===== src/rtl/usb_sniffer_mem_pkg.sv =====
// Shared definitions for the sniffer memory-request arbiter.
// Holds the requester ID encoding used in the ID FIFO and the default
// outstanding-transaction depth, which matches the bridge response tracker.
package usb_sniffer_mem_pkg;

  localparam logic REQ_CAPTURE = 1'b0;
  localparam logic REQ_HOST    = 1'b1;

  localparam int OUTSTANDING_DEFAULT   = 16;
  localparam int OUTSTANDING_W_DEFAULT = 4;

endpackage


===== src/rtl/usb_sniffer_mem_arb_fifo.sv =====
// In-order requester-ID FIFO, one bit wide.
// Ports:
//   clk_i, rst_i  clock and synchronous active-high reset
//   push_i/data_i push a requester ID (ignored when full)
//   accept_o      FIFO has room; derived from the registered count only
//   pop_i         drop the head entry (ignored when empty)
//   valid_o       FIFO holds at least one entry
//   data_o        head entry (owner of the oldest outstanding transaction)
module usb_sniffer_mem_arb_fifo #(
  parameter int DEPTH   = 16,
  parameter int DEPTH_W = 4
) (
  input  logic clk_i,
  input  logic rst_i,
  input  logic push_i,
  input  logic data_i,
  output logic accept_o,
  input  logic pop_i,
  output logic valid_o,
  output logic data_o
);

  localparam logic [DEPTH_W:0]   FULL_CNT = (DEPTH_W+1)'(DEPTH);
  localparam logic [DEPTH_W-1:0] LAST_PTR = DEPTH_W'(DEPTH - 1);

  logic [DEPTH-1:0]   ids_q;
  logic [DEPTH_W-1:0] wr_ptr_q, wr_ptr_d;
  logic [DEPTH_W-1:0] rd_ptr_q, rd_ptr_d;
  logic [DEPTH_W:0]   count_q, count_d;
  logic               do_push, do_pop;

  assign accept_o = (count_q != FULL_CNT);
  assign valid_o  = (count_q != '0);
  assign data_o   = ids_q[rd_ptr_q];

  assign do_push = push_i & accept_o;
  assign do_pop  = pop_i & valid_o;

  always_comb begin
    wr_ptr_d = wr_ptr_q;
    rd_ptr_d = rd_ptr_q;
    count_d  = count_q;
    if (do_push) wr_ptr_d = (wr_ptr_q == LAST_PTR) ? '0 : wr_ptr_q + 1'b1;
    if (do_pop)  rd_ptr_d = (rd_ptr_q == LAST_PTR) ? '0 : rd_ptr_q + 1'b1;
    case ({do_push, do_pop})
      2'b10:   count_d = count_q + 1'b1;
      2'b01:   count_d = count_q - 1'b1;
      default: count_d = count_q;
    endcase
  end

  always_ff @(posedge clk_i) begin
    if (rst_i) begin
      wr_ptr_q <= '0;
      rd_ptr_q <= '0;
      count_q  <= '0;
    end else begin
      wr_ptr_q <= wr_ptr_d;
      rd_ptr_q <= rd_ptr_d;
      count_q  <= count_d;
    end
  end

  // Storage carries no reset: entries are only read while counted valid.
  always_ff @(posedge clk_i) begin
    if (do_push) ids_q[wr_ptr_q] <= data_i;
  end

endmodule


===== src/rtl/usb_sniffer_mem_arb.sv =====
// Two-requester arbiter in front of the sniffer AXI bridge inport.
// Requester 0 is the capture writer, requester 1 the host readback path.
// Requests are forwarded combinationally with round-robin tie breaking and
// a grant lock while the bridge stalls; an ID FIFO routes each bridge
// response back to the requester that issued it.
// Ports:
//   reqN_*           request in (wr strobes, rd, len, addr, write data),
//                    accept/ack/error/read data out
//   mem_*            request out to the bridge, accept/ack/error/data in
//   unexpected_ack_o pulse when the bridge acks with nothing outstanding
module usb_sniffer_mem_arb
  import usb_sniffer_mem_pkg::*;
#(
  parameter int OUTSTANDING   = OUTSTANDING_DEFAULT,
  parameter int OUTSTANDING_W = OUTSTANDING_W_DEFAULT
) (
  input  logic        clk_i,
  input  logic        rst_i,
  input  logic [3:0]  req0_wr_i,
  input  logic        req0_rd_i,
  input  logic [7:0]  req0_len_i,
  input  logic [31:0] req0_addr_i,
  input  logic [31:0] req0_write_data_i,
  output logic        req0_accept_o,
  output logic        req0_ack_o,
  output logic        req0_error_o,
  output logic [31:0] req0_read_data_o,
  input  logic [3:0]  req1_wr_i,
  input  logic        req1_rd_i,
  input  logic [7:0]  req1_len_i,
  input  logic [31:0] req1_addr_i,
  input  logic [31:0] req1_write_data_i,
  output logic        req1_accept_o,
  output logic        req1_ack_o,
  output logic        req1_error_o,
  output logic [31:0] req1_read_data_o,
  output logic [3:0]  mem_wr_o,
  output logic        mem_rd_o,
  output logic [7:0]  mem_len_o,
  output logic [31:0] mem_addr_o,
  output logic [31:0] mem_write_data_o,
  input  logic        mem_accept_i,
  input  logic        mem_ack_i,
  input  logic        mem_error_i,
  input  logic [31:0] mem_read_data_i,
  output logic        unexpected_ack_o
);

  logic act0, act1, grant, grant_act;
  logic grant_q, grant_d, lock_q, lock_d, last_q, last_d;
  logic fifo_accept, fifo_valid, owner;
  logic fwd, take, ack_ok;

  assign act0 = req0_rd_i | (|req0_wr_i);
  assign act1 = req1_rd_i | (|req1_wr_i);

  // A locked grant holds the stalled requester on the bus; on a tie the
  // requester that did not win last time goes next.
  always_comb begin
    grant = grant_q;
    if (lock_q)            grant = grant_q;
    else if (act0 && act1) grant = ~last_q;
    else if (act0)         grant = REQ_CAPTURE;
    else if (act1)         grant = REQ_HOST;
  end

  assign grant_act = (grant == REQ_HOST) ? act1 : act0;
  // All outputs are held low while in reset, so every path is gated by rst_i.
  assign fwd  = grant_act & fifo_accept & ~rst_i;
  assign take = fwd & mem_accept_i;

  assign mem_wr_o         = fwd ? ((grant == REQ_HOST) ? req1_wr_i : req0_wr_i) : '0;
  assign mem_rd_o         = fwd ? ((grant == REQ_HOST) ? req1_rd_i : req0_rd_i) : 1'b0;
  assign mem_len_o        = fwd ? ((grant == REQ_HOST) ? req1_len_i : req0_len_i) : '0;
  assign mem_addr_o       = fwd ? ((grant == REQ_HOST) ? req1_addr_i : req0_addr_i) : '0;
  assign mem_write_data_o = fwd ? ((grant == REQ_HOST) ? req1_write_data_i
                                                       : req0_write_data_i) : '0;

  assign req0_accept_o = take & (grant == REQ_CAPTURE);
  assign req1_accept_o = take & (grant == REQ_HOST);

  always_comb begin
    grant_d = grant_q;
    lock_d  = lock_q;
    last_d  = last_q;
    if (take) begin
      grant_d = grant;
      last_d  = grant;
      lock_d  = 1'b0;
    end else if (grant_act && !rst_i) begin
      // Held request not taken (bridge stall or FIFO full): freeze the grant.
      grant_d = grant;
      lock_d  = 1'b1;
    end
  end

  always_ff @(posedge clk_i) begin
    if (rst_i) begin
      grant_q <= REQ_CAPTURE;
      lock_q  <= 1'b0;
      last_q  <= REQ_HOST;
    end else begin
      grant_q <= grant_d;
      lock_q  <= lock_d;
      last_q  <= last_d;
    end
  end

  usb_sniffer_mem_arb_fifo #(
    .DEPTH   (OUTSTANDING),
    .DEPTH_W (OUTSTANDING_W)
  ) u_id_fifo (
    .clk_i    (clk_i),
    .rst_i    (rst_i),
    .push_i   (take),
    .data_i   (grant),
    .accept_o (fifo_accept),
    .pop_i    (ack_ok),
    .valid_o  (fifo_valid),
    .data_o   (owner)
  );

  // Responses return in issue order, so the FIFO head owns the current ack.
  assign ack_ok           = mem_ack_i & fifo_valid & ~rst_i;
  assign unexpected_ack_o = mem_ack_i & ~fifo_valid & ~rst_i;

  assign req0_ack_o       = ack_ok & (owner == REQ_CAPTURE);
  assign req1_ack_o       = ack_ok & (owner == REQ_HOST);
  assign req0_error_o     = req0_ack_o & mem_error_i;
  assign req1_error_o     = req1_ack_o & mem_error_i;
  assign req0_read_data_o = req0_ack_o ? mem_read_data_i : '0;
  assign req1_read_data_o = req1_ack_o ? mem_read_data_i : '0;

endmodule

===== config.mk =====
export PLATFORM = sky130hd
export DESIGN_NAME = usb_sniffer_mem_arb
export DESIGN_NICKNAME = d
export VERILOG_FILES = /design/src/rtl/usb_sniffer_mem_pkg.sv /design/src/rtl/usb_sniffer_mem_arb_fifo.sv /design/src/rtl/usb_sniffer_mem_arb.sv
export SDC_FILE = /design/constraint.sdc
export NUM_CORES = 1
export LEC_CHECK = 0
export BUFFER_PORTS_ARGS = -buffer_cell sky130_fd_sc_hd__buf_4
export CAP_MARGIN = 10
export CORE_AREA = 5 5 129 131
export CTS_BUF_LIST = sky130_fd_sc_hd__clkbuf_8
export CTS_CLUSTER_DIAMETER = 150
export CTS_CLUSTER_SIZE = 8
export DETAILED_ROUTE_END_ITERATION = 7
export DIE_AREA = 0 0 134 136
export PLACE_DENSITY = 0.73
export SLEW_MARGIN = 40
export SYNTH_ARGS = -nofsm -noshare
export SYNTH_HDL_FRONTEND = slang
export SYNTH_SLANG_ARGS = --single-unit

===== constraint.sdc =====
create_clock -name clk_i -period 3.3 [get_ports clk_i]
set_input_delay 0.165 -clock clk_i [delete_from_list [all_inputs] [get_ports clk_i]]
set_output_delay 0.165 -clock clk_i [all_outputs]
set_load 0.005 [all_outputs]

==> results.json <==
{
  "cts.sinks": 32,
  "route.detailed.drc": 0,
  "setup_tns_ns": 0,
  "post_cts_resized": 0,
  "final_cell_mix": "buf_4 (357), o221ai_1 (154), a21oi_1 (87)",
  "initialDrtViolationCount": 334,
  "start_util_pct": 28.9,
  "start_kind": "register",
  "wl_per_cell_um": 19.9,
  "max_freq_mhz": 357,
  "rr_startpoint": "lock_q",
  "synth_enable_flop_cells": 16,
  "netlist.area_leader.share_pct": 30.1,
  "ys_types": 54,
  "worstPathMaxFanout": 6,
  "ant_nets": 0,
  "p_per_area_mw_per_mm2": 257,
  "drtPass1Iterations": 5,
  "total_leakage_power_nw": 3.21,
  "htreeDepth": 2,
  "numCtsBuffers": 5,
  "drv_slew": 0,
  "tightestPinTransition_ns": 0.824,
  "die-area_mm2": 0.0182,
  "nets": 1042,
  "finalSetupViolations": 0,
  "path_class": "register to register",
  "gp_congestion": 0.846,
  "peakVddDrop_v": 0.000161,
  "end_kind": "register",
  "grt_pass1_vias": 5802,
  "fp.dieH_um": 136,
  "grt_first_pass_wirelength_um": 30800,
  "hold_viol": 0,
  "track_usage_pct": 20.4,
  "synth_area_leaders": "o221ai_1 (30%), edfxtp_1 (11%), a21oi_1 (10%), and3_1 (7.7%), dfxtp_1 (7.2%)",
  "io_buffers": 338,
  "status": "finished, final reports clean",
  "drive_above_1_share_pct": 47.2,
  "clk_pin_slew_worst_paths_ns": 0.07,
  "antenna_cells": 0,
  "drv_cap": 0,
  "ff2ff_path_depth": 10,
  "io-pin-count": 339,
  "synth-async-reset-ratio_pct": 0,
  "clk_path_buf_depth": 2,
  "startpoint": "lock_q",
  "coreArea_mm2": 0.0155,
  "path_cells": "nor4bb_1, a22oi_1, nand4_1, ha_1, xor2_1, ha_1, a21oi_1, a32oi_1, a31oi_1, mux2_2",
  "cts_tree": "yes",
  "cts_setup_buffers": 0,
  "synthCells": 576,
  "viasPerCell": 5.92,
  "finalClockSkew_ns": 0.00338,
  "cpLargestDelayFamily": "compound AO/OA/AOI/OAI gates",
  "postCtsHoldBufs": 0,
  "syn_area_mm2": 0.00448,
  "hold_path_class": "input port to register",
  "ys_ff_latch": 32,
  "critical_path_arrival_ns": 2.98,
  "die_w_um": 134,
  "placementRows": 46,
  "critical-path-slowest-cell": "dfxtp_1",
  "slew_headroom_pct": 45.1,
  "routed-via-count": 6135,
  "synth_fp_nets": 775,
  "rr_endpoint": "u_id_fifo.count_q[4]",
  "whs_ns": 0.202,
  "yosysWarnings": 0,
  "worstPathRequired_ns": 3.47,
  "setup.worst_path.end": "u_id_fifo.count_q[4]",
  "wl_um": 20600,
  "final_common_cell": "buf_4",
  "rsz0062_at_grt": "no",
  "antenna_found_initial": 0,
  "clk_latency_ns": 0.28,
  "cp_slowest_stage_delay_ns": 0.50,
  "yosys.area.top_type": "o221ai_1",
  "cts_root_buffer": "clkbuf_8",
  "synth_area_per_cell_um2": 7.77,
  "crit_top_cell": "ha_1",
  "grt_overflow": 0,
  "dpl.hpwl_um": 15400,
  "r2r_setup_slack_ns": 0.50,
  "ys_dominant_reg_cell": "edfxtp_1",
  "crit_buf_inv": 0,
  "period_needed_ns": 2.80,
  "ys_seq_area_share_pct": 17.9,
  "path_depth": 10,
  "grt_start_max_net_pins": 78,
  "syn_to_final_growth_pct": 59.4,
  "finalCritPeriodShare_pct": 84.9
}
==> where the power goes <==
part / switching (W) / internal, W / leakage [nW]
Clock: 0.000142 / 0.000143 / 0.0453
Sequential: 0.0000242 / 0.000438 / 0.276
Combinational: 0.000563 / 0.000524 / 2.89
==> layer usage <==
layer | vias to the layer above | share of wire, % | global-route usage (%)
li1 | 2920 | - | -
met1 | 2874 | 38 | 23.5
met2 | 307 | 50 | 36.8
met3 | 34 | 10 | 6.11
met4 | 0 | 2.3 | 5.31
met5 | - | 0 | 0
==> kinds of logic (layout without fill, tap and decap cells) <==
family,count (synthesis),count (layout),share of synthesized area [%]
flip-flops,32,32,17.9
AND/OR/NAND/NOR,141,141,18.8
XOR/XNOR,4,4,0.783
multiplexers,15,15,5.09
AO/OA/AOI/OAI,265,265,43.7
buffers and inverters,111,379,11.5
adder cells (fa/ha/maj),8,8,2.24
==> sequential cells by signal, indices dropped and copies added (netlist names) <==
register            flops
lock_q                  1
u_id_fifo.count_q       5
last_q                  1
u_id_fifo.rd_ptr_q      4
grant_q                 1
u_id_fifo.ids_q        16
u_id_fifo.wr_ptr_q      4
==> through the flow <==
step	util, %	setup WS (ns)	area, µm²	instances	total power [W]
final	46.1	0.498	7130	1036	0.00183
after global routing	46.1	0.328	7130	1036	0.00196
after CTS	46.1	0.484	7130	1036	0.00185
after detailed placement	45.5	0.518	7050	1028	0.00155
after global placement	45.5	0.572	7040	1028	0.00155
after floorplan	-	0.271	4480	576	0.00104
==> cells in the mapped netlist, types with 6 or more instances <==
cell and count:
ha_1 8, dfxtp_1 16, buf_4 9, buf_2 19, clkbuf_1 59, nor3_1 14, and3_2 11, nor4_1 7
nor2_1 12, o221ai_1 154, a21oi_1 90, edfxtp_1 16, and3_1 55, inv_1 9, nand2_1 15, mux2i_1 6
==> final cells by class <==
class,instances,area [µm²]
Tap cell,192,240
Timing Repair Buffer,360,2740
Clock buffer,5,68.8
Sequential cell,32,802
Inverter,11,41.3
Fill cell,1600,8350
Multi-Input combinational cell,433,3230
Clock inverter,3,13.8
==> how the worst min path moves through the flow <==
stage | from | end | depth (start not counted)
3_5_place_dp | rst_i | u_id_fifo.rd_ptr_q[0] | 2
3_3_place_gp | rst_i | u_id_fifo.count_q[1] | 2
4_1_cts | rst_i | u_id_fifo.count_q[2] | 2
2_1_floorplan | req0_addr_i[0] | mem_addr_o[0] | 2
5_1_grt | rst_i | u_id_fifo.count_q[1] | 2
6_report | rst_i | u_id_fifo.count_q[2] | 2
Note: power is estimated with default switching activity, not from simulation.
